## src/rtl/vga_scanout.sv

```systemverilog
// VGA scan-out engine: h/v timing counters, a combinational pixel-fetch request stream and a
// latency-matched delay line that keeps fetched colour aligned with sync and blanking at the pins.
// Optional colour-bar generator (input test_mode) is built when VGA_SCANOUT_TEST_PATTERN_EN is defined.
module vga_scanout #(
  parameter int H_VIS         = 800,
  parameter int H_FP          = 40,
  parameter int H_SYNC        = 128,
  parameter int H_BP          = 88,
  parameter int V_VIS         = 600,
  parameter int V_FP          = 1,
  parameter int V_SYNC        = 4,
  parameter int V_BP          = 23,
  parameter int H_BITS        = 11,
  parameter int V_BITS        = 10,
  parameter bit SYNC_POL      = 1'b0,
  parameter int CHANNEL_BITS  = 4,
  parameter int CHANNEL_COUNT = 4,
  parameter int FETCH_LATENCY = 2,
  parameter int SCALE_SHIFT   = 0
) (
  input  logic                                    clk,
  input  logic                                    reset,
  input  logic [CHANNEL_COUNT*CHANNEL_BITS-1:0]   color,
`ifdef VGA_SCANOUT_TEST_PATTERN_EN
  input  logic                                    test_mode,
`endif
  output logic [H_BITS-1:0]                       fetch_x,
  output logic [V_BITS-1:0]                       fetch_y,
  output logic                                    fetch_valid,
  output logic                                    line_start,
  output logic                                    frame_start,
  output logic [CHANNEL_BITS-1:0]                 red,
  output logic [CHANNEL_BITS-1:0]                 green,
  output logic [CHANNEL_BITS-1:0]                 blue,
  output logic                                    h_sync,
  output logic                                    v_sync
);

  localparam int H_TOTAL = H_VIS + H_FP + H_SYNC + H_BP;
  localparam int V_TOTAL = V_VIS + V_FP + V_SYNC + V_BP;
  localparam int CW      = CHANNEL_COUNT * CHANNEL_BITS;
  localparam int RGB_W   = 3 * CHANNEL_BITS;

  localparam logic [H_BITS-1:0] H_ZERO   = H_BITS'(0);
  localparam logic [H_BITS-1:0] H_ONE    = H_BITS'(1);
  localparam logic [H_BITS-1:0] H_LAST   = H_BITS'(H_TOTAL - 1);
  localparam logic [H_BITS-1:0] H_VIS_C  = H_BITS'(H_VIS);
  localparam logic [H_BITS-1:0] H_SS_C   = H_BITS'(H_VIS + H_FP);
  localparam logic [H_BITS-1:0] H_SE_C   = H_BITS'(H_VIS + H_FP + H_SYNC);
  localparam logic [V_BITS-1:0] V_ZERO   = V_BITS'(0);
  localparam logic [V_BITS-1:0] V_ONE    = V_BITS'(1);
  localparam logic [V_BITS-1:0] V_LAST   = V_BITS'(V_TOTAL - 1);
  localparam logic [V_BITS-1:0] V_VIS_C  = V_BITS'(V_VIS);
  localparam logic [V_BITS-1:0] V_SS_C   = V_BITS'(V_VIS + V_FP);
  localparam logic [V_BITS-1:0] V_SE_C   = V_BITS'(V_VIS + V_FP + V_SYNC);

`ifdef VGA_SCANOUT_TEST_PATTERN_EN
  localparam int DLY_W = 6;
  localparam int BAR_W = H_VIS / 8;
`else
  localparam int DLY_W = 3;
`endif

  logic [H_BITS-1:0]       r_h;
  logic [V_BITS-1:0]       r_v;
  logic                    w_hs_raw;
  logic                    w_vs_raw;
  logic [DLY_W-1:0]        w_dly_in;
  logic [DLY_W-1:0]        w_dly_out;
  logic                    w_d_vis;
  logic                    w_d_hs;
  logic                    w_d_vs;
  logic [RGB_W-1:0]        w_color_rgb;
  logic [RGB_W-1:0]        w_rgb_next;
  logic [CHANNEL_BITS-1:0] r_red;
  logic [CHANNEL_BITS-1:0] r_green;
  logic [CHANNEL_BITS-1:0] r_blue;
  logic                    r_hs;
  logic                    r_vs;

`ifdef VGA_SCANOUT_TEST_PATTERN_EN
  logic [2:0]              w_bar_now;
  logic [2:0]              w_d_bar;
  logic [RGB_W-1:0]        w_bar_rgb;

  // The last bar absorbs any remainder because the index saturates at 7.
  function automatic logic [2:0] bar_index(input logic [H_BITS-1:0] h);
    logic [2:0] idx;
    idx = 3'd0;
    for (int i = 1; i < 8; i++) begin
      if (h >= H_BITS'(i * BAR_W)) begin
        idx = 3'(i);
      end
    end
    return idx;
  endfunction
`endif

  // Horizontal and vertical position counters; a simultaneous wrap clears both.
  always_ff @(posedge clk) begin
    if (reset) begin
      r_h <= H_ZERO;
      r_v <= V_ZERO;
    end else if (r_h == H_LAST) begin
      r_h <= H_ZERO;
      if (r_v == V_LAST) begin
        r_v <= V_ZERO;
      end else begin
        r_v <= r_v + V_ONE;
      end
    end else begin
      r_h <= r_h + H_ONE;
    end
  end

  assign fetch_x     = r_h >> SCALE_SHIFT;
  assign fetch_y     = r_v >> SCALE_SHIFT;
  assign fetch_valid = (r_h < H_VIS_C) && (r_v < V_VIS_C);
  assign line_start  = (r_h == H_ZERO);
  assign frame_start = (r_h == H_ZERO) && (r_v == V_ZERO);
  assign w_hs_raw    = (r_h >= H_SS_C) && (r_h < H_SE_C);
  assign w_vs_raw    = (r_v >= V_SS_C) && (r_v < V_SE_C);

`ifdef VGA_SCANOUT_TEST_PATTERN_EN
  assign w_bar_now = bar_index(r_h);
  assign w_dly_in  = {w_bar_now, fetch_valid, w_hs_raw, w_vs_raw};
  assign w_d_bar   = w_dly_out[5:3];
  assign w_bar_rgb = {{CHANNEL_BITS{w_d_bar[2]}}, {CHANNEL_BITS{w_d_bar[1]}}, {CHANNEL_BITS{w_d_bar[0]}}};
`else
  assign w_dly_in  = {fetch_valid, w_hs_raw, w_vs_raw};
`endif

  // Sync and visibility flags are held back by FETCH_LATENCY so they meet the returning colour.
  generate
    if (FETCH_LATENCY == 0) begin : g_no_dly
      assign w_dly_out = w_dly_in;
    end else begin : g_dly
      logic [DLY_W-1:0] r_dly [FETCH_LATENCY];

      // Shift register; stage 0 takes the fresh flags, stages are cleared to blank on reset.
      always_ff @(posedge clk) begin
        if (reset) begin
          for (int i = 0; i < FETCH_LATENCY; i++) begin
            r_dly[i] <= {DLY_W{1'b0}};
          end
        end else begin
          r_dly[0] <= w_dly_in;
          for (int i = 1; i < FETCH_LATENCY; i++) begin
            r_dly[i] <= r_dly[i-1];
          end
        end
      end

      assign w_dly_out = r_dly[FETCH_LATENCY-1];
    end
  endgenerate

  assign w_d_vis     = w_dly_out[2];
  assign w_d_hs      = w_dly_out[1];
  assign w_d_vs      = w_dly_out[0];
  assign w_color_rgb = color[CW-1 -: RGB_W];

  generate
    if (CHANNEL_COUNT > 3) begin : g_extra_channels
      logic w_unused_color;
      assign w_unused_color = ^color[CW-RGB_W-1:0];
    end
  endgenerate

  // Select the colour source for the pixel leaving the delay line; zero while blanked.
  always_comb begin
    w_rgb_next = {RGB_W{1'b0}};
    if (w_d_vis) begin
`ifdef VGA_SCANOUT_TEST_PATTERN_EN
      if (test_mode) begin
        w_rgb_next = w_bar_rgb;
      end else begin
        w_rgb_next = w_color_rgb;
      end
`else
      w_rgb_next = w_color_rgb;
`endif
    end else begin
      w_rgb_next = {RGB_W{1'b0}};
    end
  end

  // Pin register stage; sync flags are converted to the configured polarity here.
  always_ff @(posedge clk) begin
    if (reset) begin
      r_red   <= {CHANNEL_BITS{1'b0}};
      r_green <= {CHANNEL_BITS{1'b0}};
      r_blue  <= {CHANNEL_BITS{1'b0}};
      r_hs    <= ~SYNC_POL;
      r_vs    <= ~SYNC_POL;
    end else begin
      r_red   <= w_rgb_next[RGB_W-1 -: CHANNEL_BITS];
      r_green <= w_rgb_next[2*CHANNEL_BITS-1 -: CHANNEL_BITS];
      r_blue  <= w_rgb_next[CHANNEL_BITS-1:0];
      r_hs    <= w_d_hs ? SYNC_POL : ~SYNC_POL;
      r_vs    <= w_d_vs ? SYNC_POL : ~SYNC_POL;
    end
  end

  assign red    = r_red;
  assign green  = r_green;
  assign blue   = r_blue;
  assign h_sync = r_hs;
  assign v_sync = r_vs;

endmodule

```

## config.mk

```make
export PLATFORM = sky130hd
export DESIGN_NAME = vga_scanout
export DESIGN_NICKNAME = d
export VERILOG_FILES = /design/src/rtl/vga_scanout.sv
export SDC_FILE = /design/constraint.sdc
export NUM_CORES = 1
export LEC_CHECK = 0
export ABC_AREA = 1
export BUFFER_PORTS_ARGS = -buffer_cell sky130_fd_sc_hd__buf_4
export CORE_MARGIN = 2
export CORE_UTILIZATION = 57
export CTS_BUF_LIST = sky130_fd_sc_hd__clkbuf_8
export DETAILED_ROUTE_END_ITERATION = 12
export GPL_TIMING_DRIVEN = 0
export PLACE_DENSITY = 0.87
export SYNTH_ARGS = -nofsm -noshare
export SYNTH_HDL_FRONTEND = slang
export SYNTH_SLANG_ARGS = --single-unit
```

## constraint.sdc

```tcl
create_clock -name clk -period 2.14 [get_ports clk]
set_input_delay 0.535 -clock clk [delete_from_list [all_inputs] [get_ports clk]]
set_output_delay 0.535 -clock clk [all_outputs]
set_load 0.02 [all_outputs]
```

== After elaboration in Yosys (flattened, before gate mapping) ==
Memory sizes are Yosys's and may differ from the RTL's.
Cells that the tools add are included.

* Multiplexer cells: 8
* $lt $le $gt $ge: 6
* Equal/unequal tests: 2
* Reductions and logical operators: 8
* Bitwise operators: 3
* Add/sub/neg operators: 2

{| class="wikitable"
|+ Operators by type and width
! kind !! count
|-
| $lt 11x10->1 const B || 2
|-
| $lt 10x10->1 const B || 2
|-
| $add 11x1->11 const B || 1
|-
| $eq 11x11->1 const B || 1
|-
| $ge 11x10->1 const B || 1
|-
| $logic_not 11->1 || 1
|-
| $add 10x1->10 const B || 1
|-
| $eq 10x10->1 const B || 1
|-
| $ge 10x10->1 const B || 1
|-
| $logic_not 10->1 || 1
|-
| $mux 10 || 1
|-
| $mux 3 || 2
|-
| $mux 1 || 5
|-
| $logic_and 1x1->1 || 4
|-
| $reduce_or 2->1 || 2
|-
| $or 1x1->1 || 2
|-
| $not 1->1 || 1
|}

* Output and inout port bits: 38
* Memories: 1
* Bits in registers: 35
* Word-level logic and storage cells: 37
* Memory bits (writable): 6
* Input port bits: 18

{| class="wikitable"
|+ Memory list
! memory !! depth !! width !! rd ports !! clocked after Yosys merged registers in !! write ports !! RTL line !! RTL
|-
| g_dly.r_dly || 2 || 3 || 2 || 0 || 2 || 138 || <nowiki>logic [DLY_W-1:0] r_dly [FETCH_LATENCY];</nowiki>
|}

== Depth between registers and ports, before layout ==
Gate-level depths: netlist of the first run.

* Word-level depth: 3
* Gate-level depth with buffers: 8
* Mapped depth without buffers: 8

== Worst setup path after synthesis of the first run ==
Ideal clock, no wire load.

* Path kind: reg2out
* From: register r_h[0] (netlist: fetch_x[0])
* To: output port frame_start
* Required time: 1.605 ns
* Arrival time: 1.333 ns
* Path buffers: 0
* Stages on the path, launching flop included: 6
* Setup slack: 0.272 ns
* Path through: dfxtp_1 -> inv_1 -> ha_1 -> nand4_1 -> nor2_1 -> and3_1

* Word-level cells in the longest chain between the ends: 2

{| class="wikitable"
|+ Ends and longest elaborated chain
! what !! RTL line !! RTL
|-
| from (decl) || 64 || <nowiki>logic [H_BITS-1:0] r_h;</nowiki>
|-
| from (signal assigned) || 112 || <nowiki>r_h <= r_h + H_ONE;</nowiki>
|-
| $logic_not 11->1 || - ||
|-
| net line_start || 30 || <nowiki>output logic line_start,</nowiki>
|-
| $logic_and 1x1->1 || 120 || <nowiki>assign frame_start = (r_h == H_ZERO) && (r_v == V_ZERO);</nowiki>
|-
| to (decl) || 31 || <nowiki>output logic frame_start,</nowiki>
|}

The timed path passes the listed nets, and every way through them passes these cells.

== Worst setup path in the final report of the first run ==
* From: register r_v[1] (netlist: fetch_y[1])
* To: output port frame_start

* Word-level cells in the longest chain between the ends: 2

{| class="wikitable"
|+ Ends and longest elaborated chain
! what !! RTL line !! RTL
|-
| from (decl) || 65 || <nowiki>logic [V_BITS-1:0] r_v;</nowiki>
|-
| from (signal assigned) || 109 || <nowiki>r_v <= r_v + V_ONE;</nowiki>
|-
| $logic_not 10->1 || 120 ||
|-
| $logic_and 1x1->1 || 120 ||
|}

No other way between the ends.

==> run metrics, run 1 <==
fraction of layout cells with a size suffix above 1=23.9%; CTS Sinks=41; Peak VDD IR=0.396 mV; Die Y=60.9 um; RSZ-0062 raised after global routing=no; largest net degree at the start of global routing=14; status=finished, final reports clean; Crit path top cell by count=inv_1; Die ar.=3710 sq um; die width=60.9 um; crit share post-route=96.2%; post-DR wirelength/cell=11.7 um; Synth Instances=259; number of library cell types mapped by synthesis=24; Syn. warnings=0; IO Pins=56; CTS Buf Count=5; Worst Setup End Kind=primary output; first-pass GRT wire length=6530 um; DR pass1 iterations=4; Worst Path Buf+Inv=3; leakage=1.14 nW; worst-path maximum fanout=6; hold-critical path endpoint=h_sync; H-tree levels=2; Non-Filler Instances=362; crit path max-delay cell type=dfxtp_1; Data required, critical path=1.60 ns; DP Worst Slack=0.376 ns; syn nets=282; Tmin final=2.06 ns; # hold bufs at CTS=0; Worst Hold Class=flip-flop to flip-flop; root buf cell=clkbuf_8; setup ws final=0.0814 ns; Initial Utilization=60.0%; Setup CP Type=flip-flop to primary output; hold_sp=g_dly.r_dly[0][4]; antenna violation net count after detailed routing=0; Diodes inserted=0; Via density=5.04; total gr overflow=0; gr usage total=24.0%; sequential share of the synthesized area=44.4%; gp weighted congestion=0.882; IO Port Bufs=51; syn_area_per_cell=7.13 sq um; vias in the first global route=1547; Setup Skew=0.00235 ns; Slew headroom=79.2%; Hold WS=0.376 ns; top-area cell type share of the netlist area=44.4%; final setup vio count=0; clock-pin transition on the worst setup and hold timing paths=0.08 ns; drc violations=0; synthesis-to-layout area growth=30.4%; Setup Total Neg Slack=0 ns; DR vias=1824; Final Hold Fails=0; flops & latches, synth=41; Startpoint Class=flip-flop; Critical R2R Capture=fetch_y[9]; CP Cell Sequence=inv_1 -> ha_1 -> inv_1 -> nor3_1 -> and3_1 -> buf_4; floorplan row count=20; Syn Std Cell Area=1850 sq um; worst reg2reg setup slack=0.52 ns; PwrDens=639 nW/um^2; TritonCTS clock tree=built; f_max=486 MHz; slowest stage delay, CP=0.45 ns; Final nets=340; Post-DP HPWL=3110 um; cells on worst reg2reg path=8; fin. max-slew vios=0; Layout Utilization=78.3%; leading area contributor after synthesis=dfxtp_1; reg-to-reg startpoint=fetch_x[0]; slew of the pin with the lowest slew margin=0.312 ns; DRT Wirelength=4230 um; Placed Cells=354; Synth area leaders=dfxtp_1 (44%), nor2_1 (11%), nand2_1 (9.6%); crit path DAT=1.52 ns; core box area=3080 sq um; Worst Hold Depth=1; CP top delay family=flip-flops; Clk Latency, worst-skew pair=0.30 ns; clock buffer depth=2; DR iter-0 viols=68; Max Cap Violations=0; initial antenna violation count=0
==> area by class of cell <==
| type | count | area (sq um) |
|---|---|---|
| clock inverter | 2 | 37.5 |
| fill | 254 | 669 |
| sequential | 41 | 822 |
| timing repair buffer | 51 | 383 |
| inverter | 42 | 158 |
| multi-input combinational | 171 | 833 |
| tap | 44 | 55.1 |
| buffer | 5 | 37.5 |
| clock buffer | 6 | 82.6 |
==> kinds of logic (layout without fill, tap and decap cells) <==
logic type      Yosys count  after routing  synth area share, %
xor+xnor                  3              3                 1.42
fa+ha+maj                 5              5                 3.39
flops                    41             41                 44.4
compound gates           18             18                 5.08
buf+inv                  47            106                 10.6
simple gates            145            145                 35.1
==> Yosys cell counts <==
cell type,n
nand2_2,1
or2_2,1
inv_1,41
nand4_1,6
a21oi_1,8
and2_4,1
nand2_1,47
nand3_1,21
buf_2,3
o21ai_0,8
a31oi_1,1
nand2_4,2
inv_2,1
ha_1,5
and3_1,1
nor2_2,1
dfxtp_1,41
nor2_4,2
o211ai_1,1
nor3b_2,1
nor2_1,54
buf_6,2
nor3_1,7
xor2_1,3
==> placed cells by master, fill, tap and decap left out, types with 2 or more instances in the layout <==
| cell type | count |
|---|---|
| nand2_1 | 47 |
| ha_1 | 5 |
| o21ai_0 | 8 |
| nand3_1 | 21 |
| clkbuf_8 | 6 |
| nand4_1 | 6 |
| nor3_1 | 7 |
| a21oi_1 | 8 |
| nor2_1 | 53 |
| nor2_2 | 2 |
| buf_6 | 2 |
| inv_1 | 41 |
| nor2_4 | 2 |
| nand2_4 | 2 |
| dfxtp_1 | 40 |
| buf_2 | 3 |
| xor2_1 | 3 |
| buf_4 | 51 |
==> repair_timing <==
item | 4_1_cts | 5_1_grt
setup endpoints to repair | 0 | 1
buffers inserted | 0 | 0
resized for setup | 0 | 2
==> sequential cells by signal (all words and copies together) (netlist names) <==
register     cells
fetch_y         10
blue             4
red              4
v_sync           1
g_dly.r_dly      6
fetch_x         11
h_sync           1
green            4
==> report_power, final <==
group,internal [mW],switching (mW),total (mW)
registers,0.775,0.00793,0.783
clock network,0.379,0.267,0.646
logic,0.0512,0.0603,0.112
total,1.21,0.335,1.54
==> layer usage <==
layer	part of all wire (%)	wire, um	vias up	GRT usage [%]
li1	-	-	918	-
met1	42	1780	830	28.3
met2	50	2110	71	42.2
met3	6.8	287	5	6.40
met4	1.1	46	0	7.76
met5	0	0	-	0
==> per-stage QoR <==
step,total power [mW],cell area (sq um)
CTS,1.54,2400
floorplan,0.857,1850
global route,1.59,2410
detailed placement,0.912,2280
finish,1.54,2410
global placement,0.908,2280
==> worst reg2reg max path, cell delays in order (launching register included) <==
cell and delay, ns:
dfxtp_1 0.40, ha_1 0.22, nand2_1 0.08, nor2_1 0.22, inv_1 0.14, nor2_4 0.24, nand3_1 0.11, nand2_1 0.08
nor2_1 0.04
==> how the worst max path moves through the flow <==
| stage | endpoint | cells past startpoint | slack, ns | from |
|---|---|---|---|---|
| CTS | frame_start | 6 | 0.05 | fetch_y[0] |
| floorplan | frame_start | 5 | 0.27 | fetch_x[0] |
| finish | frame_start | 6 | 0.08 | fetch_y[1] |
| detailed placement | frame_start | 6 | 0.38 | fetch_y[0] |
| global route | fetch_valid | 6 | 0.002 | fetch_x[8] |
| global placement | frame_start | 6 | 0.39 | fetch_y[0] |
(Power assumes the default switching activity.)
==> inputs of run 2 (changes only) <==
--- a/config.mk
+++ b/config.mk
@@ -13,6 +13,7 @@
 export DETAILED_ROUTE_END_ITERATION = 12
 export GPL_TIMING_DRIVEN = 0
 export PLACE_DENSITY = 0.87
+export REMOVE_ABC_BUFFERS = 1
 export SYNTH_ARGS = -nofsm -noshare
 export SYNTH_HDL_FRONTEND = slang
 export SYNTH_SLANG_ARGS = --single-unit
==> run metrics, run 2 (same netlist as run 1, synthesis figures left out) <==
DR iter-0 viols=76 (was 68); FILL cells=248 (was 254); DR vias=1765 (was 1824); leakage=1.10 nW (was 1.14 nW); Slew headroom=76.1% (was 79.2%); total gr overflow=0 (unchanged); RSZ-0062 raised after global routing=no (unchanged); fin. max-slew vios=0 (unchanged); Die ar.=3710 sq um (unchanged); Crit path top cell by count=inv_1 (unchanged); Overall Power=1.38 mW (was 1.54 mW); Clk Latency, worst-skew pair=0.29 ns (was 0.30 ns); floorplan row count=20 (unchanged); Setup CP Type=flip-flop to primary output (unchanged); worst-path maximum fanout=6 (unchanged); Setup Total Neg Slack=0 ns (unchanged); DRT Wirelength=4010 um (was 4230 um); Die Y=60.9 um (unchanged); final setup vio count=0 (unchanged); IO Port Bufs=51 (unchanged); CTS Sinks=41 (unchanged); Max Cap Violations=0 (unchanged); clock buffer depth=2 (unchanged); CP top delay family=flip-flops (unchanged); DR pass1 iterations=4 (unchanged); clock-pin transition on the worst setup and hold timing paths=0.07 ns (was 0.08 ns); Peak VDD IR=0.333 mV (was 0.396 mV); crit path max-delay cell type=dfxtp_1 (unchanged); Final Hold Fails=0 (unchanged); antenna violation net count after detailed routing=0 (unchanged); Data required, critical path=1.60 ns (about the same); most common cell after layout, fill and taps aside=nor2_1 (unchanged); max reg flops=11 (unchanged); Worst Setup End Kind=primary output (unchanged); Worst Hold Class=flip-flop to flip-flop (unchanged); Worst Path Buf+Inv=3 (unchanged); crit path DAT=1.50 ns (was 1.52 ns); commonest non-fill, non-tap cells in the layout=nor2_1 (54), buf_4 (51), nand2_1 (47) (was nor2_1 (53), buf_4 (51), nand2_1 (47)); IO Pins=56 (unchanged); Post-CTS Setup Inserts=0 (unchanged); crit share post-route=94.9% (was 96.2%); TritonCTS clock tree=built (unchanged); root buf cell=clkbuf_8 (unchanged); gp weighted congestion=0.910 (was 0.882); post-DR wirelength/cell=11.2 um (was 11.7 um); drc violations=0 (unchanged); Via density=4.94 (was 5.04); slowest stage delay, CP=0.43 ns (was 0.45 ns); core box area=3080 sq um (unchanged); initial antenna violation count=0 (unchanged); f_max=492 MHz (was 486 MHz); fraction of layout cells with a size suffix above 1=22.7% (was 23.9%); H-tree levels=2 (unchanged); synthesis-to-layout area growth=26.5% (was 30.4%); Initial Utilization=60.0% (unchanged); Startpoint Class=flip-flop (unchanged); Final nets=335 (was 340); Setup Skew=0.00902 ns (was 0.00235 ns); # hold bufs at CTS=0 (unchanged); CP Cell Sequence=inv_1 -> ha_1 -> inv_1 -> nor3_1 -> and3_1 -> buf_4 (unchanged); Diodes inserted=0 (unchanged); Layout Utilization=75.9% (was 78.3%); largest net degree at the start of global routing=14 (unchanged); cts repair resizes=0 (unchanged); Post-DP HPWL=2960 um (was 3110 um); gr usage total=22.6% (was 24.0%); status=finished, final reports clean (unchanged); vias in the first global route=1476 (was 1547); die width=60.9 um (unchanged); CTS Buf Count=5 (unchanged); first-pass GRT wire length=6270 um (was 6530 um); Tmin final=2.03 ns (was 2.06 ns); slew of the pin with the lowest slew margin=0.358 ns (was 0.312 ns); PwrDens=590 nW/um^2 (was 639 nW/um^2)
==> run 2: routing by layer <==
| layer | GRT usage, % | vias to the layer above | share of wire [%] |
|---|---|---|---|
| met1 | 27.9 | 795 | 43 |
| met3 | 5.33 | 5 | 7.4 |
| met4 | 8.07 | 0 | 1.1 |
| met5 | 0 | - | 0 |
| li1 | - | 902 | - |
| met2 | 38.4 | 63 | 48 |
==> run 2: power breakdown <==
group | switching, mW | internal (mW) | total [mW]
clock | 0.264 | 0.225 | 0.489
combinational | 0.0581 | 0.0488 | 0.107
sequential | 0.00786 | 0.775 | 0.783
total | 0.330 | 1.05 | 1.38
==> run 2: final cells by class <==
type                       instances  area [sq um]  share of cell area (%)
inverter                          42           158                    6.75
clock buffer                       5          68.8                    2.95
timing repair buffer              51           383                    16.4
multi-input combinational        171           831                    35.6
tap                               44          55.1                    2.36
sequential                        41           823                    35.2
clock inverter                     3          17.5                   0.750
==> run 2: path summary, 6_finish.rpt <==
path	start	end	slack (ns)	cells after the start
min reg2reg	g_dly.r_dly[0][4]	h_sync	0.38	1
max	fetch_y[1]	frame_start	0.11	6
max reg2reg	fetch_x[0]	fetch_y[2]	0.45	8
min	g_dly.r_dly[0][4]	h_sync	0.38	1
==> run 2: metrics by stage <==
stage	area, sq um	hold WS [ns]	cells	setup WS (ns)
after CTS	2330	0.389	357	0.0729
final	2340	0.384	357	0.108
after global routing	2340	0.404	357	0.0104
after global placement	2250	0.356	349	0.398
after floorplan	1810	0.352	254	0.272
after detailed placement	2250	0.371	349	0.394
==> inputs of run 3 (changes only) <==
==> config.mk (replaced) <==
export PLATFORM = sky130hd
export DESIGN_NAME = vga_scanout
export DESIGN_NICKNAME = d
export VERILOG_FILES = /design/src/rtl/vga_scanout.sv
export SDC_FILE = /design/constraint.sdc
export NUM_CORES = 1
export LEC_CHECK = 0
export ABC_AREA = 0
export BUFFER_PORTS_ARGS = -buffer_cell sky130_fd_sc_hd__buf_4
export CORE_MARGIN = 2
export CORE_UTILIZATION = 55
export CTS_BUF_LIST = sky130_fd_sc_hd__clkbuf_8
export DETAILED_ROUTE_END_ITERATION = 12
export GPL_TIMING_DRIVEN = 0
export PLACE_DENSITY = 0.86
export REMOVE_ABC_BUFFERS = 1
export SKIP_LAST_GASP = 1
export SYNTH_ARGS = -nofsm -noshare
export SYNTH_HDL_FRONTEND = slang
export SYNTH_SLANG_ARGS = --single-unit
==> run metrics, run 3 <==
Critical R2R Capture=fetch_y[7] (was fetch_y[2]); crit path DAT=1.79 ns (was 1.50 ns); Worst Hold Depth=1 (unchanged); DR pass1 iterations=4 (unchanged); CTS Sinks=41 (unchanged); Logic pwr share=7.7% (was 7.8%); H-tree levels=2 (unchanged); leakage=0.953 nW (was 1.10 nW); flops & latches, synth=41 (unchanged); initial antenna violation count=0 (unchanged); slowest stage delay, CP=0.56 ns (was 0.43 ns); Syn. warnings=0 (unchanged); max reg flops=11 (unchanged); cells on worst reg2reg path=4 (was 8); DP Worst Slack=-0.137 ns (was 0.394 ns); number of library cell types mapped by synthesis=31 (was 24); Max Cap Violations=0 (unchanged); Die Y=59.3 um (was 60.9 um); DP Area=2070 sq um (was 2250 sq um); Final nets=267 (was 335); die width=59.3 um (was 60.9 um); root buf cell=clkbuf_8 (unchanged); IO Port Bufs=51 (unchanged); met1 usage in global routing=29.6% (was 27.9%); crit path max-delay cell type=or4_4 (was dfxtp_1); DR vias=1538 (was 1765); status=finished with violations (was finished, final reports clean); ys async rst share=0% (unchanged); DRT Wirelength=4080 um (was 4010 um); Syn Std Cell Area=1680 sq um (was 1850 sq um); GRT Max-Usage Layer=met2 (unchanged); post-route cell area=2330 sq um (was 2340 sq um); Slew headroom=65.1% (was 76.1%); Clk pwr share=41.0% (was 35.5%); sequential power share=51.3% (was 56.8%); setup ws final=-0.181 ns (was 0.108 ns); Reg area=838 sq um (was 823 sq um); area of the multi-input gates=817 sq um (was 831 sq um); worst reg2reg setup slack=-0.01 ns (was 0.45 ns); f_max=431 MHz (was 492 MHz); met3 usage=7.64% (was 5.33%); final setup vio count=4 (was 0); Hold WS=0.381 ns (was 0.384 ns); CP Cell Sequence=or4_4 -> and3b_2 -> and3_1 -> buf_6 (was inv_1 -> ha_1 -> inv_1 -> nor3_1 -> and3_1 -> buf_4); failing checks=setup timing; Clk Latency, worst-skew pair=0.30 ns (was 0.29 ns); Peak VDD IR=0.411 mV (was 0.333 mV); fraction of layout cells with a size suffix above 1=35.1% (was 22.7%); commonest non-fill, non-tap cells in the layout=buf_4 (58), dfxtp_1 (35), nor2_1 (19) (was nor2_1 (54), buf_4 (51), nand2_1 (47)); floorplan row count=20 (unchanged); Die ar.=3510 sq um (was 3710 sq um); worst-path maximum fanout=5 (was 6); sequential share of the synthesized area=48.8% (was 44.4%); fin. max-slew vios=0 (unchanged); clock buffer depth=2 (unchanged); PwrDens=653 nW/um^2 (was 590 nW/um^2); gp weighted congestion=0.796 (was 0.910); syn_area_per_cell=9.18 sq um (was 7.13 sq um); TritonCTS clock tree=built (unchanged); CTS Buf Count=5 (unchanged); synthesis-to-layout area growth=38.4% (was 26.5%); DR iter-0 viols=39 (was 76); Setup Total Neg Slack=-0.333 ns (was 0 ns); first-pass GRT wire length=6100 um (was 6270 um); switching part of the total=22.4% (was 23.9%); Diodes inserted=0 (unchanged); Worst Hold Class=flip-flop to flip-flop (unchanged); leading area contributor after synthesis=dfxtp_1 (unchanged); slew of the pin with the lowest slew margin=0.523 ns (was 0.358 ns); reg-to-reg startpoint=fetch_x[6] (was fetch_x[0]); GR Util met2=37.8% (was 38.4%); Post-synth top flop=dfxtp_1 (unchanged); hold-critical path endpoint=h_sync (unchanged); FILL cells=214 (was 248); most common cell after layout, fill and taps aside=buf_4 (was nor2_1); # hold bufs at CTS=0 (unchanged); Data required, critical path=1.60 ns (about the same); post-DR wirelength/cell=14.7 um (was 11.2 um); internal power=1.18 mW (was 1.05 mW); Worst Path Buf+Inv=1 (was 3); Startpoint Class=flip-flop (unchanged); total gr overflow=0 (unchanged); Setup Skew=0.00985 ns (was 0.00902 ns); top cells by count, synth=dfxtp_1 (41), nor2_1 (19), and2_1 (12) (was nor2_1 (54), nand2_1 (47), dfxtp_1 (41), inv_1 (41), nand3_1 (21)); Final Hold Fails=0 (unchanged); CP top delay family=simple AND/OR/NAND/NOR gates (was flip-flops); NetSw=0.340 mW (was 0.330 mW); clock-pin transition on the worst setup and hold timing paths=0.08 ns (was 0.07 ns); Initial Utilization=56.4% (was 60.0%); Worst Setup End Kind=primary output (unchanged); Synth area leaders=dfxtp_1 (49%), xnor2_1 (5.2%), and2_1 (4.5%) (was dfxtp_1 (44%), nor2_1 (11%), nand2_1 (9.6%)); Synth Instances=183 (was 259); IO Pins=56 (unchanged); most frequent cell after synthesis=dfxtp_1 (was nor2_1); largest net degree at the start of global routing=15 (was 14); vias in the first global route=1306 (was 1476); top-area cell type share of the netlist area=48.8% (was 44.4%); Via density=5.53 (was 4.94); Setup CP Type=flip-flop to primary output (unchanged); Post-synth EDFFs=0 (unchanged); drc violations=0 (unchanged); RSZ-0062 raised after global routing=yes (was no); core box area=2980 sq um (was 3080 sq um); crit share post-route=108% (was 94.9%); antenna violation net count after detailed routing=0 (unchanged); Tmin final=2.32 ns (was 2.03 ns); hold_sp=g_dly.r_dly[0][4] (unchanged); Post-DP HPWL=2460 um (was 2960 um); gr usage total=23.7% (was 22.6%)
[run 3: changes by cell type in the layout (fill, tap and decap cells not counted), moves of 5 or more]
cell     delta
xnor2_1    +10
nor2_1     -35
and2_1     +12
inv_1      -32
nor4_1      +5
nand3_1    -12
nand2_1    -41
buf_4       +7
[run 3: cell families after synthesis]
family	after synthesis	synth area share, %
XOR/XNOR	14	7.30
AND/OR/NAND/NOR	90	30.2
adder cells (fa/ha/maj)	5	3.72
flip-flops	41	48.8
AO/OA/AOI/OAI	16	5.66
buffers and inverters	17	4.24
[run 3: per-stage QoR]
| step | power, mW | util (%) | std cells |
|---|---|---|---|
| after detailed placement | 0.904 | 69.4 | 259 |
| after global placement | 0.902 | 69.4 | 259 |
| after global routing | 1.57 | 78.1 | 278 |
| final | 1.52 | 78.1 | 278 |
| after CTS | 1.52 | 77.7 | 278 |
| after floorplan | 0.850 | - | 175 |
[run 3: power by group through the flow]
stage	clock [mW]	combinational (mW)	sequential, mW
final	0.622	0.116	0.779
after global routing	0.664	0.123	0.781
after CTS	0.633	0.108	0.779
after detailed placement	0	0.102	0.802
after global placement	0	0.100	0.801
after floorplan	0	0.0359	0.814
[run 3: timing repair]
action                                  CTS  global route
pin swaps                                 3             4
gates resized for setup                  19             4
cloned                                    0             0
endpoints found under the setup margin   13             6
buffers inserted                         11             1
[run 3: worst max-delay path by stage]
| stage | from | end | slack (ns) | depth (start not counted) |
|---|---|---|---|---|
| after CTS | fetch_x[7] | frame_start | -0.15 | 4 |
| after global placement | fetch_x[6] | fetch_y[8] | -0.09 | 4 |
| after floorplan | fetch_x[6] | fetch_y[8] | -0.06 | 4 |
| after detailed placement | fetch_x[0] | fetch_y[8] | -0.14 | 5 |
| final | fetch_x[6] | frame_start | -0.18 | 4 |
| after global routing | fetch_x[6] | frame_start | -0.21 | 4 |
[run 3: per-layer routing]
metal,up-vias,wire length (um)
li1,743,-
met5,-,0
met4,0,42
met1,721,1670
met2,68,2070
met3,6,294
[run 3: final cells by class]
cell class | count | share of cell area (%)
inverter | 9 | 1.45
timing repair buffer | 62 | 20.7
clock buffer | 5 | 2.96
tap | 33 | 1.78
sequential | 41 | 36.0
clock inverter | 3 | 1.99
multi-input combinational | 125 | 35.1
[run 3: worst reg2reg max path, stage by stage, from the launching register on]
cell     delay, ns
dfxtp_4       0.36
or4_4         0.56
or4_1         0.64
or3_1         0.38
a21oi_1       0.15
